==> src/rtl/game_regs_pkg.sv <==
// Register-file indices and widths shared by blocks that snoop or inject into
// the processor regfile (score injection into r30, mailbox capture).
package game_regs_pkg;

  localparam int REG_IDX_W        = 5;
  localparam int SCORE_REG        = 30;
  localparam int MBOX_REG_DEFAULT = 29;
  localparam int DROP_CNT_W       = 8;
  localparam logic [DROP_CNT_W-1:0] DROP_CNT_MAX = '1;

  // r0 is hard-wired and r30 belongs to hardware score injection.
  function automatic bit mbox_reg_legal(input int idx);
    return (idx >= 1) && (idx <= 31) && (idx != SCORE_REG);
  endfunction

endpackage

==> src/rtl/sync_fifo.sv <==
// Single-clock FIFO with first-word fall-through from registered storage;
// occupancy is held in a counter and full/empty are decoded from it.
module sync_fifo #(
  parameter int WIDTH = 32,
  parameter int DEPTH = 4
) (
  input  logic                       clock,
  input  logic                       reset,
  input  logic                       push,
  input  logic                       pop,
  input  logic [WIDTH-1:0]           wdata,
  output logic [WIDTH-1:0]           rdata,
  output logic                       full,
  output logic                       empty,
  output logic [$clog2(DEPTH):0]     count
);

  localparam int AW = $clog2(DEPTH);
  localparam int CW = AW + 1;

  logic [WIDTH-1:0] mem [DEPTH];
  logic [AW-1:0]    wr_ptr;
  logic [AW-1:0]    rd_ptr;
  logic             push_eff;
  logic             pop_eff;

  assign full  = (count == CW'(DEPTH));
  assign empty = (count == '0);

  // A push into a full FIFO is accepted only when a pop frees a slot at the same edge.
  assign pop_eff  = pop && !empty;
  assign push_eff = push && (!full || pop_eff);

  assign rdata = mem[rd_ptr];

  always_ff @(posedge clock) begin
    if (reset) begin
      wr_ptr <= '0;
      rd_ptr <= '0;
      count  <= '0;
    end else begin
      if (push_eff) wr_ptr <= wr_ptr + AW'(1);
      if (pop_eff)  rd_ptr <= rd_ptr + AW'(1);
      case ({push_eff, pop_eff})
        2'b10:   count <= count + CW'(1);
        2'b01:   count <= count - CW'(1);
        default: count <= count;
      endcase
    end
  end

  always_ff @(posedge clock) begin
    if (push_eff) mem[wr_ptr] <= wdata;
  end

endmodule

==> src/rtl/regfile_mailbox_reader.sv <==
// Snoops the processor regfile write port and queues every software write to
// the mailbox register for hardware consumers over a valid/ready interface.
module regfile_mailbox_reader
  import game_regs_pkg::*;
#(
  parameter int MBOX_REG = MBOX_REG_DEFAULT,
  parameter int DEPTH    = 4,
  parameter int WIDTH    = 32
) (
  input  logic                       clock,
  input  logic                       reset,
  input  logic                       ctrl_writeEnable,
  input  logic [REG_IDX_W-1:0]       ctrl_writeReg,
  input  logic [WIDTH-1:0]           data_writeReg,
  input  logic                       inject_active,
  output logic                       cmd_valid,
  output logic [WIDTH-1:0]           cmd_data,
  input  logic                       cmd_ready,
  output logic [$clog2(DEPTH):0]     cmd_count,
  output logic                       overflow,
  output logic [DROP_CNT_W-1:0]      drop_count,
  input  logic                       clear_overflow
);

  // An illegal mailbox index disables capture rather than snooping r0 or r30.
  localparam bit                   MBOX_OK  = mbox_reg_legal(MBOX_REG);
  localparam logic [REG_IDX_W-1:0] MBOX_IDX = REG_IDX_W'(MBOX_REG);

  logic             cap;
  logic             pop;
  logic             drop;
  logic             fifo_full;
  logic             fifo_empty;
  logic [WIDTH-1:0] head;

  assign cap = MBOX_OK && ctrl_writeEnable && (ctrl_writeReg == MBOX_IDX) && !inject_active;

  // Handshake: the head transfers at a rising edge where cmd_valid && cmd_ready;
  // cmd_data is stable while cmd_valid is high and the consumer has not accepted.
  assign pop  = cmd_valid && cmd_ready;
  assign drop = cap && fifo_full && !pop;

  sync_fifo #(
    .WIDTH (WIDTH),
    .DEPTH (DEPTH)
  ) u_fifo (
    .clock (clock),
    .reset (reset),
    .push  (cap),
    .pop   (pop),
    .wdata (data_writeReg),
    .rdata (head),
    .full  (fifo_full),
    .empty (fifo_empty),
    .count (cmd_count)
  );

  assign cmd_valid = !fifo_empty;
  assign cmd_data  = cmd_valid ? head : '0;

  // Clearing takes priority over a drop in the same cycle.
  always_ff @(posedge clock) begin
    if (reset || clear_overflow) begin
      overflow   <= 1'b0;
      drop_count <= '0;
    end else if (drop) begin
      overflow <= 1'b1;
      if (drop_count != DROP_CNT_MAX) drop_count <= drop_count + DROP_CNT_W'(1);
    end
  end

endmodule

==> config.mk <==
export PLATFORM = sky130hd
export DESIGN_NAME = regfile_mailbox_reader
export DESIGN_NICKNAME = d
export VERILOG_FILES = /design/src/rtl/game_regs_pkg.sv /design/src/rtl/sync_fifo.sv /design/src/rtl/regfile_mailbox_reader.sv
export SDC_FILE = /design/constraint.sdc
export NUM_CORES = 1
export LEC_CHECK = 0
export ABC_AREA = 1
export BUFFER_PORTS_ARGS = -buffer_cell sky130_fd_sc_hd__buf_4
export CORE_UTILIZATION = 50
export CTS_CLUSTER_DIAMETER = 40
export CTS_CLUSTER_SIZE = 28
export DETAILED_ROUTE_END_ITERATION = 6
export PLACE_DENSITY = 0.74
export SLEW_MARGIN = 10
export SYNTH_ARGS = -nofsm -noshare
export SYNTH_HDL_FRONTEND = slang
export SYNTH_SLANG_ARGS = --single-unit
==> constraint.sdc <==
create_clock -name clock -period 2.9 [get_ports clock]
set_clock_uncertainty 0.2 [all_clocks]
set_input_delay 0 -clock clock [delete_from_list [all_inputs] [get_ports clock]]
set_output_delay 0 -clock clock [all_outputs]
set_load 0.005 [all_outputs]
; Yosys cells after proc, flatten, opt, wreduce, memory -nomap -nowiden
; Memories as Yosys holds them, arrays and structs flattened. A register that Yosys moved wholly into a read port is not among the register bits.
; Index checks and enable logic that the tools add are counted.
; W data, S select, Z words.
[op_classes]
n_addsub = 5
shifts = 0
multipliers = 0
n_eq_ne = 5
reduce_logical = 16
bitwise = 0
n_mux = 6
magnitude_cmp = 0
div = 0
[ops]
columns = cell, count
row1 = $mux W32, 1
row2 = $add A8 B1 Y8 const B, 1
row3 = $ne A8 B8 Y1 const B, 1
row4 = $logic_and A1 B1 Y1, 7
row5 = $pmux W3 S2, 1
row6 = $eq A5 B5 Y1 const B, 1
row7 = $add A2 B1 Y2 const B, 2
row8 = $logic_not A1 Y1, 4
row9 = $mux W2, 2
row10 = $add A3 B1 Y3 const B, 1
row11 = $eq A3 B3 Y1 const B, 1
row12 = $logic_not A3 Y1, 1
row13 = $sub A3 B1 Y3 const B, 1
row14 = $eq A2 B1 Y1 const B, 1
row15 = $eq A2 B2 Y1 const B, 1
row16 = $logic_or A1 B1 Y1, 2
row17 = $mux W1, 2
row18 = $reduce_and A2 Y1, 1
row19 = $reduce_bool A2 Y1, 1
[totals]
in_bits = 43
romBits = 0
mem_count = 1
register_bits = 16
latchBits = 0
ram_bits = 128
out_inout_bits = 45
word_cells = 38
[mem_list]
columns = name, depth, width, rd, rd_clocked_by_memory_dff, wr, line
row1 = u_fifo.mem, 4, 32, 1, 1, 1, sync_fifo.sv:21  ; logic [WIDTH-1:0] mem [DEPTH];

; Depth between registers and ports, before layout
[depth]
word_depth = 8
mapped_depth = 12

; Hierarchy
; A second synthesis with hierarchy kept.
[unflattened]
hier_cells = 539
hier_area_um2 = 6059.6
[modules_own_cells]
columns = mod, area_per_inst_um2, cells_per_inst, n_inst
row1 = sync_fifo, 5208.7, 373, 1
row2 = regfile_mailbox_reader, 850.8, 166, 1

; Least setup slack after synthesis
; Ideal clock, no wire load.
[synth_timing]
kind = register to register
from = register u_fifo.count[0]
to = memory u_fifo.mem[0][0], enable pin
path_buffers = 0
setup_time_ns = 0.421
required_ns = 2.279
stages_incl_launch_ff = 7
path_slack_ns = 0.122
arrival_time_ns = 2.157
synth_period_minus_slack_ns = 2.778
path_cell_list = dfxtp_1 > inv_2 > nand2_2 > nor2_8 > inv_6 > nand2_8 > nor2_1
[synth_via]
elab_chain_len = 8
elab_cells_between_ends = 10
[synth_rtl]
columns = item, line
row1 = from (decl), sync_fifo.sv:15  ; output logic [$clog2(DEPTH):0] count
row2 = from (signal assigned), sync_fifo.sv:45  ; 2'b10: count <= count + CW'(1);
row3 = from (signal assigned), sync_fifo.sv:46  ; 2'b01: count <= count - CW'(1);
row4 = from (signal assigned), sync_fifo.sv:47  ; default: count <= count;
row5 = $logic_not A3 Y1, sync_fifo.sv:28  ; assign empty = (count == '0);
row6 = $logic_not A1 Y1, "sync_fifo.sv:31, regfile_mailbox_reader.sv:58"
row7 = $logic_and A1 B1 Y1, regfile_mailbox_reader.sv:40  ; assign pop = cmd_valid && cmd_ready;
row8 = $logic_and A1 B1 Y1, sync_fifo.sv:31  ; assign pop_eff = pop && !empty;
row9 = $logic_or A1 B1 Y1 *, sync_fifo.sv:32  ; assign push_eff = push && (!full || pop_eff);
row10 = $logic_and A1 B1 Y1 *, sync_fifo.sv:32
row11 = $mux W1 *, sync_fifo.sv:53  ; if (push_eff) mem[wr_ptr] <= wdata;
row12 = $mux W1 (implied by the code) *, sync_fifo.sv:53
row13 = to (decl), sync_fifo.sv:21
; Mark *: on every way between the ends. The rest lies on a longest branch, timed or not.

; Worst setup path after layout
[layout_timing]
from = register drop_count[0]
to = register drop_count[2]
[layout_via]
elab_chain_len = 2
elab_cells_between_ends = 3
[layout_rtl]
columns = item, line
row1 = from (decl), regfile_mailbox_reader.sv:21  ; output logic [DROP_CNT_W-1:0] drop_count,
row2 = from (signal assigned), regfile_mailbox_reader.sv:68  ; if (drop_count != DROP_CNT_MAX) drop_count <= drop_count + DROP_CNT_W'(1);
row3 = "parallel branches: the longest is 2 deep, another holds $add A8 B1 Y8", --
; Several ways; the timed one is not identified.
; A chain may end at the register's enable or synchronous reset.

==> metrics.txt <==
post-route design area 0.007779 mm²; largest net degree at the start of global routing 65; DR pass1 iterations 7; Hold Crit Class input port to register; Internal Pwr Total 3776 µW; Logic pwr share 15.2%; Post-synth EDFFs 128; Mean Syn Cell Area 11.46 µm²; WP data required 3050 ps; root buffer cell clkbuf_16; DR WL/cell 15.48 µm; Max-cap violations 0; Rows 39; slowest stage cell, crit path dlygate4sd3_1; fin crit share 92.54%; synthesized instance count 524; fmax 0.3726 GHz; Yosys warnings 0; Die Area 0.01245 mm²; Synth-to-Final Area Change 29.57%; RSZ-0062 raised after global routing no; commonest non-fill, non-tap cell in the layout nor2_1; I/O pin cnt 88; cell area after synthesis 0.006003 mm²; critical path capture point type register; top cell family by delay on the critical path buffers and inverters; status finished with violations; flops & latches, synth 146; ratio of cells with drive above 1 in the final layout 21.43%; Leakage 0.002959 µW; Nets 711; setup TNS 0 ps; grt ovf 0; reg2reg setup slack 220 ps; DRC viols 12; overall routing resource usage 21.57%; Post-Place Cells 741; syn_nets 574; post-synthesis cell type count 27; Clock Tree Buf Depth 2; CTS tree done; IO buf count 87; VDD IR max 0.0004300 V; first-pass GRT wire length 20,560 µm; Setup Crit Path Kind register to register; sequential-to-total area share from yosys stat 70.03%; final hold slack -39.77 ps; most frequent cells in the layout 149 x nor2_1, 128 x edfxtp_1, 97 x buf_4; Final Hold Viols 1; routed via count 4,251; ys flop type edfxtp_1; setup violators final 0; antenna violations before repair 0; CP peak stage delay 570 ps; Reg clk slew, reported paths 60 ps; final antenna-violating net count 0; die width 111.6 µm; Sink Count 146; Final GP Congestion 0.8396; CP bufs+invs 2; Period minus WS final 2684 ps; Slew @ Worst Pin 1086 ps; Clock Latency Late Sink 410 ps; initial core utilization 51.91%; Pwr Density 638.7 mW/mm²; Core Region 0.01156 mm²; Psw 1192 µW; number of diodes 0; Cell Chain, Critical Path ha_1 -> nand2_1 -> nor2_1 -> nand2_2 -> nand4_1 -> nand2_1 -> dlygate4sd3_1 -> nor2_1 -> dlygate4sd3_1; max_slew headroom 27.49%; Setup WS post-layout 216.4 ps; Num CTS Buffers 17; Die H 111.6 µm; H-tree depth 4; startpoint types register; area leader, netlist edfxtp_1; ys async rst share 0%; worst slack at placement 538.8 ps; Sw Ratio 23.99%; top-area cell type share of the netlist area 64.03%; vias per cell 5.216; placed instance area 0.006827 mm²; Reg power frac 46.5%; synth top area cells edfxtp_1 64%, nor2_1 9.6%, dfxtp_1 6.0%; vias in the first global route 4,286; HPWL after detailed placement 7343 µm; initial drt markers 298; Final Slew Violations 0; crit path max fanout 8; Non-Filler Instances 815; failing checks DRC, hold timing; Routed WL 12,610 µm; Critical Path AT 2830 ps; clock share of power 38.3%
sequential cells by signal, summed over array words and instances (netlist names), named ones only:
| signal | cells |
|---|---|
| drop_count | 8 |
| u_fifo.count | 3 |
| u_fifo.rd_ptr | 2 |
| overflow | 1 |
| u_fifo.wr_ptr | 2 |
| u_fifo.mem | 128 |
power by group through the flow:
| stage | Sequential [µW] | Combinational (µW) | Clock, µW |
|---|---|---|---|
| global placement | 2350 | 694 | 0 |
| global route | 2310 | 834 | 2020 |
| floorplan | 2350 | 384 | 0 |
| detailed placement | 2350 | 713 | 0 |
| finish | 2310 | 754 | 1900 |
| CTS | 2310 | 759 | 1930 |
metal layers:
| layer | part of all wire, % | GRT usage (%) | vias to the layer above |
|---|---|---|---|
| li1 | - | - | 2082 |
| met1 | 42 | 25.64 | 2033 |
| met2 | 51 | 37.75 | 126 |
| met3 | 5.3 | 5.661 | 10 |
| met4 | 1.1 | 7.928 | 0 |
| met5 | 0 | 0 | - |
synth_stat cells (all sizes together) (4+ instances only):
master    n
o21ai    71
nor2    158
nand4     9
clkbuf   10
nand2    27
inv      34
buf      13
ha        6
dfxtp    18
nand3     4
edfxtp  128
a21oi    42
kinds of logic (layout without fill, tap and decap cells):
group / count (synthesis) / in the layout / share of synthesized area, %
buffers and inverters: 57 / 205 / 4.127
adders and majority gates: 7 / 7 / 1.584
and+or+nand+nor: 200 / 200 / 14.71
DFF: 146 / 146 / 70.03
AOI/OAI and AO/OA: 114 / 114 / 9.546
worst paths after layout:
path                                                   end                     startpoint  depth (start not counted)
worst max-delay path            drop_count[2]$_SDFFE_PP0P_     drop_count[0]$_SDFFE_PP0P_                          9
worst min-delay path                 overflow$_SDFFE_PP0P_               ctrl_writeEnable                          7
worst max register to register  drop_count[2]$_SDFFE_PP0P_     drop_count[0]$_SDFFE_PP0P_                          9
worst min register to register                    register  u_fifo.rd_ptr[1]$_SDFFE_PP0P_                          2
layout make-up:
| type | instances | area (µm²) |
|---|---|---|
| Clock inverter | 8 | 65.06 |
| Timing Repair Buffer | 141 | 1169 |
| Sequential cell | 146 | 4205 |
| Inverter | 34 | 132.6 |
| Tap cell | 143 | 178.9 |
| Clock buffer | 22 | 444.2 |
| Multi-Input combinational cell | 321 | 1584 |
| Fill cell | 865 | 3786 |
timing repair:
item                                    CTS  global route
hold endpoints to repair                146             1
buffers inserted                          0             0
endpoints found under the setup margin    0             1
gates resized for setup                   0             1
hold buffers                             44             1
through the flow:
step                util, %  power (µW)  hold slack, ps
finish                67.26        4968          -39.77
global route          67.26        5161           3.006
detailed placement    59.03        3067           5.027
floorplan                 -        2737          -101.1
CTS                   67.24        5003           9.161
global placement      59.03        3047          0.6389
tightest hold or removal path, delay by kind of cell:
| kind | cells | cell delay, ps |
|---|---|---|
| AND/OR/NAND/NOR | 6 | 410 |
| buffers and inverters | 1 | 110 |
(Power assumes the default switching activity.)
